`src/rtl/multicycle_control.sv`:
```
// Multi-cycle RV32I-subset controller: sequences fetch/decode/execute/memory/writeback
// over a shared ALU and a unified ready-handshaked memory, with trap and retire counter.
module multicycle_control #(
  parameter int CNT_W           = 32,
  parameter bit SUPPORT_IMM     = 1'b1,
  parameter bit HALT_ON_ILLEGAL = 1'b1
) (
  input  logic             clk,
  input  logic             rst_n,
  input  logic [31:0]      instr,
  input  logic             mem_ready,
  input  logic             zero,
  output logic             pc_write,
  output logic             ir_write,
  output logic             iord,
  output logic             mem_read,
  output logic             mem_write,
  output logic             mem_to_reg,
  output logic             reg_write,
  output logic [1:0]       alu_src_a,
  output logic [1:0]       alu_src_b,
  output logic [3:0]       alu_ctrl,
  output logic             pc_src,
  output logic             illegal,
  output logic [3:0]       state,
  output logic [CNT_W-1:0] instr_count
);

  typedef enum logic [3:0] {
    S_RESET   = 4'd0,
    S_FETCH   = 4'd1,
    S_DECODE  = 4'd2,
    S_MEMADR  = 4'd3,
    S_MEMRD   = 4'd4,
    S_MEMWB   = 4'd5,
    S_MEMWR   = 4'd6,
    S_EXEC_R  = 4'd7,
    S_EXEC_I  = 4'd8,
    S_ALUWB   = 4'd9,
    S_BRANCH  = 4'd10,
    S_TRAP    = 4'd11,
    S_ILLSKIP = 4'd12
  } state_t;

  state_t           state_q;
  state_t           dec_state_d;
  logic [CNT_W-1:0] count_q;

  logic [6:0] opcode;
  logic [2:0] funct3;
  logic [6:0] funct7;
  logic       is_lw, is_sw, is_r, is_i, is_br, retire;
  logic [3:0] funct_alu;
  logic       unused_instr;

  assign opcode = instr[6:0];
  assign funct3 = instr[14:12];
  assign funct7 = instr[31:25];
  // Register and immediate fields belong to the datapath, not to sequencing.
  assign unused_instr = ^{instr[24:15], instr[11:7]};

  assign is_lw = (opcode == 7'b0000011) && (funct3 == 3'b010);
  assign is_sw = (opcode == 7'b0100011) && (funct3 == 3'b010);
  assign is_r  = (opcode == 7'b0110011) &&
                 (((funct7 == 7'b0000000) && (funct3 inside {3'b000, 3'b110, 3'b111, 3'b010})) ||
                  ((funct7 == 7'b0100000) && (funct3 == 3'b000)));
  assign is_i  = SUPPORT_IMM && (opcode == 7'b0010011) &&
                 (funct3 inside {3'b000, 3'b010, 3'b110, 3'b111});
  assign is_br = (opcode == 7'b1100011) && (funct3 inside {3'b000, 3'b001});

  always_comb begin
    if (is_lw || is_sw)  dec_state_d = S_MEMADR;
    else if (is_r)       dec_state_d = S_EXEC_R;
    else if (is_i)       dec_state_d = S_EXEC_I;
    else if (is_br)      dec_state_d = S_BRANCH;
    else if (HALT_ON_ILLEGAL) dec_state_d = S_TRAP;
    else                 dec_state_d = S_ILLSKIP;
  end

  // funct7 only selects sub for R-type; in I-type those bits are immediate.
  always_comb begin
    case (funct3)
      3'b010:  funct_alu = 4'b0111;
      3'b110:  funct_alu = 4'b0001;
      3'b111:  funct_alu = 4'b0000;
      default: funct_alu = ((opcode == 7'b0110011) && funct7[5]) ? 4'b0110 : 4'b0010;
    endcase
  end

  assign retire = (state_q == S_MEMWB) || (state_q == S_ALUWB) || (state_q == S_BRANCH) ||
                  ((state_q == S_MEMWR) && mem_ready);

  always_ff @(posedge clk or negedge rst_n) begin
    if (!rst_n) begin
      state_q <= S_RESET;
      count_q <= '0;
    end else begin
      if (retire) count_q <= count_q + CNT_W'(1);
      case (state_q)
        S_RESET:   state_q <= S_FETCH;
        S_FETCH:   if (mem_ready) state_q <= S_DECODE;
        S_DECODE:  state_q <= dec_state_d;
        S_MEMADR:  state_q <= is_lw ? S_MEMRD : S_MEMWR;
        S_MEMRD:   if (mem_ready) state_q <= S_MEMWB;
        S_MEMWB:   state_q <= S_FETCH;
        S_MEMWR:   if (mem_ready) state_q <= S_FETCH;
        S_EXEC_R:  state_q <= S_ALUWB;
        S_EXEC_I:  state_q <= S_ALUWB;
        S_ALUWB:   state_q <= S_FETCH;
        S_BRANCH:  state_q <= S_FETCH;
        S_TRAP:    state_q <= S_TRAP;
        S_ILLSKIP: state_q <= S_FETCH;
        default:   state_q <= S_RESET;
      endcase
    end
  end

  always_comb begin
    pc_write   = 1'b0;
    ir_write   = 1'b0;
    iord       = 1'b0;
    mem_read   = 1'b0;
    mem_write  = 1'b0;
    mem_to_reg = 1'b0;
    reg_write  = 1'b0;
    alu_src_a  = 2'b00;
    alu_src_b  = 2'b00;
    alu_ctrl   = 4'b0000;
    pc_src     = 1'b0;
    illegal    = 1'b0;
    case (state_q)
      S_FETCH: begin
        mem_read  = 1'b1;
        alu_src_b = 2'b01;
        alu_ctrl  = 4'b0010;
        ir_write  = mem_ready;
        pc_write  = mem_ready;
      end
      S_DECODE: begin
        alu_src_a = 2'b10;
        alu_src_b = 2'b10;
        alu_ctrl  = 4'b0010;
      end
      S_MEMADR: begin
        alu_src_a = 2'b01;
        alu_src_b = 2'b10;
        alu_ctrl  = 4'b0010;
      end
      S_MEMRD: begin
        mem_read = 1'b1;
        iord     = 1'b1;
      end
      S_MEMWB: begin
        reg_write  = 1'b1;
        mem_to_reg = 1'b1;
      end
      S_MEMWR: begin
        mem_write = 1'b1;
        iord      = 1'b1;
      end
      S_EXEC_R: begin
        alu_src_a = 2'b01;
        alu_ctrl  = funct_alu;
      end
      S_EXEC_I: begin
        alu_src_a = 2'b01;
        alu_src_b = 2'b10;
        alu_ctrl  = funct_alu;
      end
      S_ALUWB:  reg_write = 1'b1;
      S_BRANCH: begin
        alu_src_a = 2'b01;
        alu_ctrl  = 4'b0110;
        pc_src    = 1'b1;
        pc_write  = funct3[0] ? !zero : zero;
      end
      S_TRAP:    illegal = 1'b1;
      S_ILLSKIP: illegal = 1'b1;
      default: ;
    endcase
  end

  assign state       = state_q;
  assign instr_count = count_q;

endmodule

```
`config.mk`:
```
export PLATFORM = sky130hd
export DESIGN_NAME = multicycle_control
export DESIGN_NICKNAME = d
export VERILOG_FILES = /design/src/rtl/multicycle_control.sv
export SDC_FILE = /design/constraint.sdc
export NUM_CORES = 1
export LEC_CHECK = 0
export ABC_CLOCK_PERIOD_IN_PS = 2550
export CORE_UTILIZATION = 43
export CTS_CLUSTER_SIZE = 12
export DETAILED_ROUTE_END_ITERATION = 10
export PLACE_DENSITY = 0.89
export SLEW_MARGIN = 10
export SYNTH_ARGS = -nofsm -noshare
export SYNTH_HDL_FRONTEND = slang
export SYNTH_SLANG_ARGS = --single-unit
```
`constraint.sdc`:
```
create_clock -name clk -period 2.55 [get_ports clk]
set_input_delay 0.765 -clock clk [delete_from_list [all_inputs] [get_ports clk]]
set_output_delay 0.765 -clock clk [all_outputs]
set_load 0.005 [all_outputs]
```
[Yosys cells after proc, flatten, opt, wreduce, memory -nomap -nowiden]
Index checks and enable logic that the tools add are counted.
W data, S select, Z words.
Word-level totals
  register bits after elaboration: 36
  input bits: 36
  output and inout port bits: 53
Cells by class
  $add $sub $neg: 1
  equality and inequality tests: 25
  muxes and demuxes: 24
  reductions and logical operators: 30
Operators with widths (number)
  $add A32 B1 Y32 const B: 1
  $pmux W4 S8: 1
  $eq A7 B6 Y1 const B: 3
  $eq A4 B4 Y1 const B: 5
  $mux W4: 5
  $eq A4 B3 Y1 const B: 4
  $pmux W4 S3: 1
  $mux W1: 10
  $reduce_or A2 Y1: 5
  $logic_and A1 B1 Y1: 9
  $pmux W3 S3: 1
  $eq A4 B2 Y1 const B: 2
  $pmux W2 S2: 2
  $eq A7 B2 Y1 const B: 1
  $eq A7 B5 Y1 const B: 1
  $eq A7 B7 Y1 const B: 1
  $logic_not A7 Y1: 1
  $eq A3 B3 Y1 const B: 2
  $ne A2 B2 Y1 const B: 3
  $reduce_or A3 Y1: 2
  $logic_or A1 B1 Y1: 5
  $reduce_or A5 Y1: 1
  $eq A4 B1 Y1 const B: 1
  $logic_not A4 Y1: 1
  11 further kinds: 12

[Depth between registers and ports, before layout]
Gate-level depths: netlist of run 1.
  depth after elaboration: 8
  depth in mapped cells: 6
  depth with buffers taken out: 5

[Worst setup path before layout of run 1]
No wires, ideal clock.
  path type: input to output
  from: input instr[2]
  to: output alu_ctrl[2]
  data arrival time: 1450 ps
  required time: 1785 ps
  setup slack: 335 ps
  stages: 5
  path through: and4bb_2 -> nand4_1 -> a21oi_1 -> o21ai_0 -> nand2_1
On the way
  longest elaborated chain between the ends: 5
Ends and longest elaborated chain
  from (decl): RTL line 10  | input logic [31:0] instr,
  $eq A7 B6 Y1: RTL line 86  | default: funct_alu = ((opcode == 7'b0110011) && funct7[5]) ? 4'b0110 : 4'b0010;
  $logic_and A1 B1 Y1: RTL line 86
  $mux W3: RTL line 86
  $pmux W3 S3: RTL line 82  | case (funct3)
  $pmux W4 S3: RTL line 131  | case (state_q)
  to (decl): RTL line 22  | output logic [3:0] alu_ctrl,
Every way passes these cells.

[Final worst setup path of run 1]
  from: register state_q[2], in the netlist state[2]
  to: output reg_write
On the way
  longest elaborated chain between the ends: 3
Ends and longest elaborated chain
  from (decl): RTL line 45  | state_t state_q;
  from (signal assigned): RTL line 102  | S_DECODE: state_q <= dec_state_d;
  from (signal assigned): RTL line 103  | S_MEMADR: state_q <= is_lw ? S_MEMRD : S_MEMWR;
  $eq A4 B3 Y1 / $eq A4 B4 Y1 (equally long branches): RTL line 131
  $reduce_or A2 Y1 (no line) *
  $mux W1 *: RTL line 131
  to (decl): RTL line 19  | output logic reg_write,
Every way passes the cells marked *; elsewhere a longest branch is shown, timed or not.

==> results.sh, run 1 <==
export IMPL_io_buffer_count=72
export IMPL_die_y_um=72.3
export IMPL_track_usage_pct=23.2
export IMPL_crit_chain="buf_8 > xor2_1 > nand2_1 > inv_1 > clkdlybuf4s50_1"
export IMPL_min_to="instr_count[31]"
export IMPL_place_ws_ps=-579
export IMPL_finalCriticalPeriod_ps=2520
export IMPL_synth_edff_count=0
export IMPL_finalPower_mw=2.54
export IMPL_path_buf_inv=3
export IMPL_core_area_um2=4750
export IMPL_cts_buffer_depth=2
export IMPL_combPwrFrac_pct=53.6
export IMPL_wl_um=5940
export IMPL_top_usage_layer="met2"
export IMPL_p_switching_mw=0.897
export IMPL_rsz0062_at_grt="true"
export IMPL_grt_util_met1_pct=27.7
export IMPL_wl_per_cell_um=14.7
export IMPL_grtUsageMet2_pct=40.4
export IMPL_final_util_pct=70.3
export IMPL_htreeDepth=2
export IMPL_via_per_inst=5.23
export IMPL_drive_gt1_share_pct=21.4
export IMPL_synth_top_area_share_pct=42.4
export IMPL_power_internal_mw=1.64
export IMPL_regToRegEndpoint="instr_count[25]"
export IMPL_end_kind="output port"
export IMPL_switching_share_pct=35.3
export IMPL_status="finished clean"
export IMPL_finalHoldViolCount=0
export IMPL_cts_tree="built"
export IMPL_fmax_mhz=396
export IMPL_critPathKind="reg2out"
export IMPL_async_flop_share_pct=100
export IMPL_ir_drop_mv=0.625
export IMPL_power_density_nw_per_um2=760
export IMPL_crit_slowest_cell="clkdlybuf4s50_1"
export IMPL_io_pins=89
export IMPL_synth_fp_nets=263
export IMPL_regToRegSetupSlack_ps=520
export IMPL_use_met3_pct=5.42
export IMPL_rows=25
export IMPL_min_from="instr_count[31]"
export IMPL_initial_utilization_pct=44.7
export IMPL_clkLatencyLatePin_ps=290
export IMPL_synth_area_leaders="dfrtp_1, xnor2_1, nand2_1"
export IMPL_final_setup_viol_count=0
export IMPL_start_kind="register"
export IMPL_vias=2108
export IMPL_period_share_pct=98.9
export IMPL_antenna_cells=0
export IMPL_first_iter_violations=105
export IMPL_cp_max_fo=18
export IMPL_maxCapViolations=0
export IMPL_yosys_area_top_type="dfrtp_1"
export IMPL_ys_seq_area_share_pct=42.4
export IMPL_gp_congestion=0.829
export IMPL_cts_sinks=36
export IMPL_cp_top_family="buffers and inverters"
export IMPL_power_leakage_nw=1.39
export IMPL_nets=373
export IMPL_fin_ws_ps=27.5
export IMPL_die_w_um=72.3
export IMPL_globalRoute_totalOverflow=0
export IMPL_maxSlewViolCount=0
export IMPL_arrival_ps=1760
export IMPL_holdPathStages=1
export IMPL_r2r_start="instr_count[8]"
export IMPL_synth_area_um2=2130
export IMPL_rr_worst_depth=6
export IMPL_synth_cell_types=50
export IMPL_hp_class="reg2reg"
export IMPL_drc=0
export IMPL_antenna_found_initial=0
export IMPL_die_area_um2=5230
export IMPL_required_ps=1790
export IMPL_p_seq_share_pct=29.3
export IMPL_drt_pass1_iterations=4
export IMPL_skew_ps=4.77
export IMPL_grt_max_degree=37
export IMPL_critical_path_max_stage_delay_ps=510
export IMPL_syn_avg_cell_area_um2=9.41
export IMPL_synth_warning_count=0
export IMPL_area_growth_pct=57.3
export IMPL_hold_buffers=0
export IMPL_hpwl_um=4210
export IMPL_synth_flop_cell="dfrtp_1"
export IMPL_yosys_register_bits=36
export IMPL_synth_cells=226
export IMPL_grt_pass1_vias=2003
export IMPL_grt_pass1_wl_um=9270
export IMPL_cts_made_buffers=5
export IMPL_pwr_share_clk_pct=17.1
export IMPL_antenna_left=0
export IMPL_path_clk_slew_ps=70
export IMPL_ctsRootBufferMaster="clkbuf_8"
export IMPL_fillers=363
==> how the worst max path moves through the flow <==
stage,start,to,cells past startpoint
3_3_place_gp,instr[2],alu_ctrl[2],7
5_1_grt,state[2],pc_src,5
6_report,state[2],reg_write,5
3_5_place_dp,instr[2],alu_ctrl[2],7
2_1_floorplan,instr[2],alu_ctrl[2],5
4_1_cts,state[2],mem_read,5
==> metal layers <==
metal / up-vias / share of wire, %
met1: 1028 / 42
met5: - / 0
li1: 1019 / -
met4: 0 / 1.8
met2: 52 / 53
met3: 9 / 3.5
==> power by group through the flow <==
stage / registers (mW) / clock network [mW] / logic (mW)
after floorplan: 0.725 / 0 / 0.599
after global placement: 0.758 / 0 / 1.18
after detailed placement: 0.762 / 0 / 1.20
after CTS: 0.744 / 0.441 / 1.23
after global routing: 0.762 / 0.465 / 1.47
final: 0.746 / 0.433 / 1.36
==> Yosys cell counts, types with 2 or more instances <==
| cell | n |
|---|---|
| nand4_1 | 8 |
| a21oi_1 | 10 |
| nand3_1 | 15 |
| xnor2_1 | 27 |
| nor3_1 | 8 |
| and4_1 | 2 |
| nor2_1 | 14 |
| a21o_1 | 2 |
| nand2_1 | 27 |
| nand2b_1 | 6 |
| dfrtp_1 | 36 |
| and3_1 | 5 |
| o21ai_0 | 5 |
| nand3_2 | 2 |
| a2111oi_4 | 2 |
| inv_1 | 3 |
| buf_2 | 2 |
| clkbuf_1 | 5 |
| o211ai_1 | 2 |
| xor2_1 | 6 |
| or3_1 | 3 |
| and2_1 | 3 |
| nor2b_1 | 5 |
| nand3b_1 | 2 |
==> logic make-up (layout without fill, tap and decap cells) <==
logic type | count (synthesis) | after routing | share of synthesized area [%]
fa+ha+maj | 1 | 1 | 0.588
mux | 1 | 1 | 0.530
compound gates | 34 | 34 | 12.8
flops | 36 | 36 | 42.4
xor+xnor | 33 | 33 | 13.6
simple gates | 108 | 108 | 27.5
buf+inv | 12 | 122 | 2.41
other cells | 1 | 1 | 0.176
==> state kept, by name (all words and copies together), names as in the netlist <==
name         count
instr_count     32
state            4
==> layout make-up <==
cell class                 instances  area (um^2)  share of cell area [%]
clock buffer                       7         96.3                    2.88
sequential                        36          903                    27.0
multi-input combinational        178         1230                    36.8
tap                               67         83.8                    2.51
inverter                           4         18.8                   0.561
timing repair buffer             111         1010                    30.3
==> per-stage QoR <==
stage,hold WS [ps],TNS [ps],instances,area (um^2)
2_1_floorplan,468,0,226,2130
5_1_grt,495,-98.5,403,3340
6_report,482,0,403,3340
3_3_place_gp,463,-2720,385,3120
4_1_cts,484,0,396,3240
3_5_place_dp,470,-3190,385,3120
==> what timing repair did <==
item / in CTS / in global routing
gates resized for setup: 33 / 12
pin swaps: 4 / 1
buffers inserted: 4 / 7
cloned: 0 / 0
setup endpoints to repair: 10 / 11
==> cells in the final DEF, fill, tap and decap left out, types with 3 or more instances in the layout <==
master            n
a21oi_1           9
and2_1            3
and3_1            5
buf_2             3
buf_4            35
clkbuf_8          7
clkdlybuf4s50_1  58
dfrtp_1          34
dlygate4sd2_1    11
nand2_1          26
nand2b_1          3
nand3_1          15
nand4_1           8
nor2_1           13
nor3_1            7
o21ai_0           4
or3_1             3
xnor2_1          27
xor2_1            6
No activity file was read; power rests on OpenSTA's default activity.
==> run 2, diff against run 1 <==
--- a/config.mk
+++ b/config.mk
@@ -9,7 +9,7 @@
 export CORE_UTILIZATION = 43
 export CTS_CLUSTER_SIZE = 12
 export DETAILED_ROUTE_END_ITERATION = 10
-export PLACE_DENSITY = 0.89
+export PLACE_DENSITY = 0.82
 export SLEW_MARGIN = 10
 export SYNTH_ARGS = -nofsm -noshare
 export SYNTH_HDL_FRONTEND = slang
==> results.sh, run 2 (synthesis gave the netlist of run 1 again) <==
export IMPL_ctsRootBufferMaster="clkbuf_8"
export IMPL_crit_slowest_cell="clkdlybuf4s50_1"
export IMPL_end_kind="output port"
export IMPL_dpl_cell_count=384
export IMPL_antenna_left=0
export IMPL_vias=2064
export IMPL_required_ps=1790
export IMPL_grt_pass1_vias=1966
export IMPL_period_share_pct=97.9
export IMPL_largest_register_ffs=32
export IMPL_maxCapViolations=0
export IMPL_initial_utilization_pct=44.7
export IMPL_fin_ws_ps=53.8
export IMPL_regToRegEndpoint="instr_count[24]"
export IMPL_hpwl_um=3970
export IMPL_status="finished clean"
export IMPL_worstMarginPinSlew_ps=510
export IMPL_maxSlewViolCount=0
export IMPL_rsz0062_at_grt="true"
export IMPL_power_internal_mw=1.52
export IMPL_gp_congestion=0.823
export IMPL_cp_max_fo=3
export IMPL_fin_hold_ws_ps=469
export IMPL_hold_buffers=0
export IMPL_clkLatencyLatePin_ps=300
export IMPL_p_switching_mw=0.890
export IMPL_finalCriticalPeriod_ps=2500
export IMPL_first_iter_violations=108
export IMPL_cts_made_buffers=5
export IMPL_drc=0
export IMPL_globalRoute_totalOverflow=0
export IMPL_antenna_cells=0
export IMPL_cts_sinks=36
export IMPL_rr_worst_depth=6
export IMPL_p_seq_share_pct=31.0
export IMPL_htreeDepth=2
export IMPL_layout_common_cells="clkdlybuf4s50_1, dfrtp_1, buf_4, nand2_1, xnor2_1"
export IMPL_rows=25
export IMPL_io_pins=89
export IMPL_power_leakage_nw=1.40
export IMPL_pwr_share_clk_pct=17.0
export IMPL_drt_pass1_iterations=4
export IMPL_arrival_ps=1730
export IMPL_via_per_inst=5.19
export IMPL_fmax_mhz=401
export IMPL_startpoint="instr[12]"
export IMPL_crit_chain="clkdlybuf4s50_1 > nand2b_4 > buf_4 > a21oi_2 > buf_2"
export IMPL_ir_drop_mv=0.490
export IMPL_nets=367
export IMPL_combPwrFrac_pct=52.0
export IMPL_wl_per_cell_um=13.7
export IMPL_core_area_um2=4750
export IMPL_hp_class="reg2reg"
export IMPL_skew_ps=7.86
export IMPL_cts_tree="built"
export IMPL_die_w_um=72.3
export IMPL_start_kind="input port"
export IMPL_final_common_cell="clkdlybuf4s50_1"
export IMPL_track_usage_pct=21.8
export IMPL_endpoint="alu_ctrl[0]"
export IMPL_regToRegSetupSlack_ps=510
export IMPL_path_clk_slew_ps=80
export IMPL_wl_um=5460
export IMPL_instances_no_fill=398
export IMPL_grt_max_degree=37
export IMPL_antenna_found_initial=0
export IMPL_fillers=369
export IMPL_critPathKind="in2out"
export IMPL_io_buffer_count=72
export IMPL_finalHoldViolCount=0
export IMPL_grt_pass1_wl_um=8800
export IMPL_die_y_um=72.3
export IMPL_place_ws_ps=-595
export IMPL_area_growth_pct=54.4
export IMPL_final_setup_viol_count=0
export IMPL_die_area_um2=5230
export IMPL_switching_share_pct=36.9
export IMPL_slew_limit_headroom_pct=65.6
export IMPL_drive_gt1_share_pct=20.8
export IMPL_final_util_pct=69.1
export IMPL_critical_path_max_stage_delay_ps=430
export IMPL_cts_buffer_depth=2
export IMPL_r2r_start="instr_count[8]"
export IMPL_power_density_nw_per_um2=734
run 2: changes by cell type in the layout (fill, tap and decap cells not counted), sizes merged:
cell / previous run / this run
buf: 42 / 36
clkinv: 1 / 2
inv: 2 / 3
dlygate4sd2: 11 / 7
clkdlybuf4s50: 58 / 54
clkinvlp: 1 / 2
clkdlybuf4s15: 0 / 1
dlymetal6s2s: 0 / 5
run 2: worst min path at each step:
stage	slack [ps]	startpoint	cells past startpoint	to
6_report	470	instr_count[31]	1	instr_count[31]
5_1_grt	500	instr_count[31]	1	instr_count[31]
4_1_cts	480	instr_count[31]	1	instr_count[31]
3_5_place_dp	460	instr_count[31]	1	instr_count[31]
3_3_place_gp	460	instr_count[31]	1	instr_count[31]
2_1_floorplan	470	rst_n	0	instr_count[0]
run 2: cell type report:
type	count	area (um^2)	area share, %
multi-input combinational	178	1230	37.5
timing repair buffer	105	955	29.1
sequential	36	905	27.6
tap	67	83.8	2.55
clock buffer	5	68.8	2.10
clock inverter	3	23.8	0.724
inverter	4	15.0	0.457
run 2: metrics by stage:
step                      setup TNS, ps  total power, mW  area [um^2]
final                                 0             2.41         3280
after global routing              -39.2             2.59         3280
after CTS                             0             2.39         3230
after detailed placement          -3310             1.95         3100
after global placement            -3290             1.91         3100
after floorplan                       0             1.32         2130
run 2: what timing repair did:
item	4_1_cts	5_1_grt
gates cloned	0	0
pin swaps	4	5
setup buffers	4	2
setup endpoints to repair	11	9
gates resized for setup	34	18
run 2: power by group through the flow:
stage | sequential (mW) | combinational (mW) | clock, mW
finish | 0.747 | 1.25 | 0.409
global route | 0.765 | 1.38 | 0.448
CTS | 0.742 | 1.22 | 0.423
detailed placement | 0.759 | 1.19 | 0
global placement | 0.757 | 1.16 | 0
floorplan | 0.725 | 0.599 | 0
run 2: per-layer routing:
layer | global-route usage (%) | up-vias | share of wire (%)
li1 | - | 1010 | -
met1 | 26.9 | 979 | 45
met2 | 37.5 | 67 | 48
met3 | 5.42 | 8 | 5.7
met4 | 6.97 | 0 | 1.4
met5 | 0 | - | 0
run 2: worst max-delay path, delay by kind of cell:
family          cells  cell delay [ps]
compound gates      1              110
buf+inv             3              700
simple gates        1              160
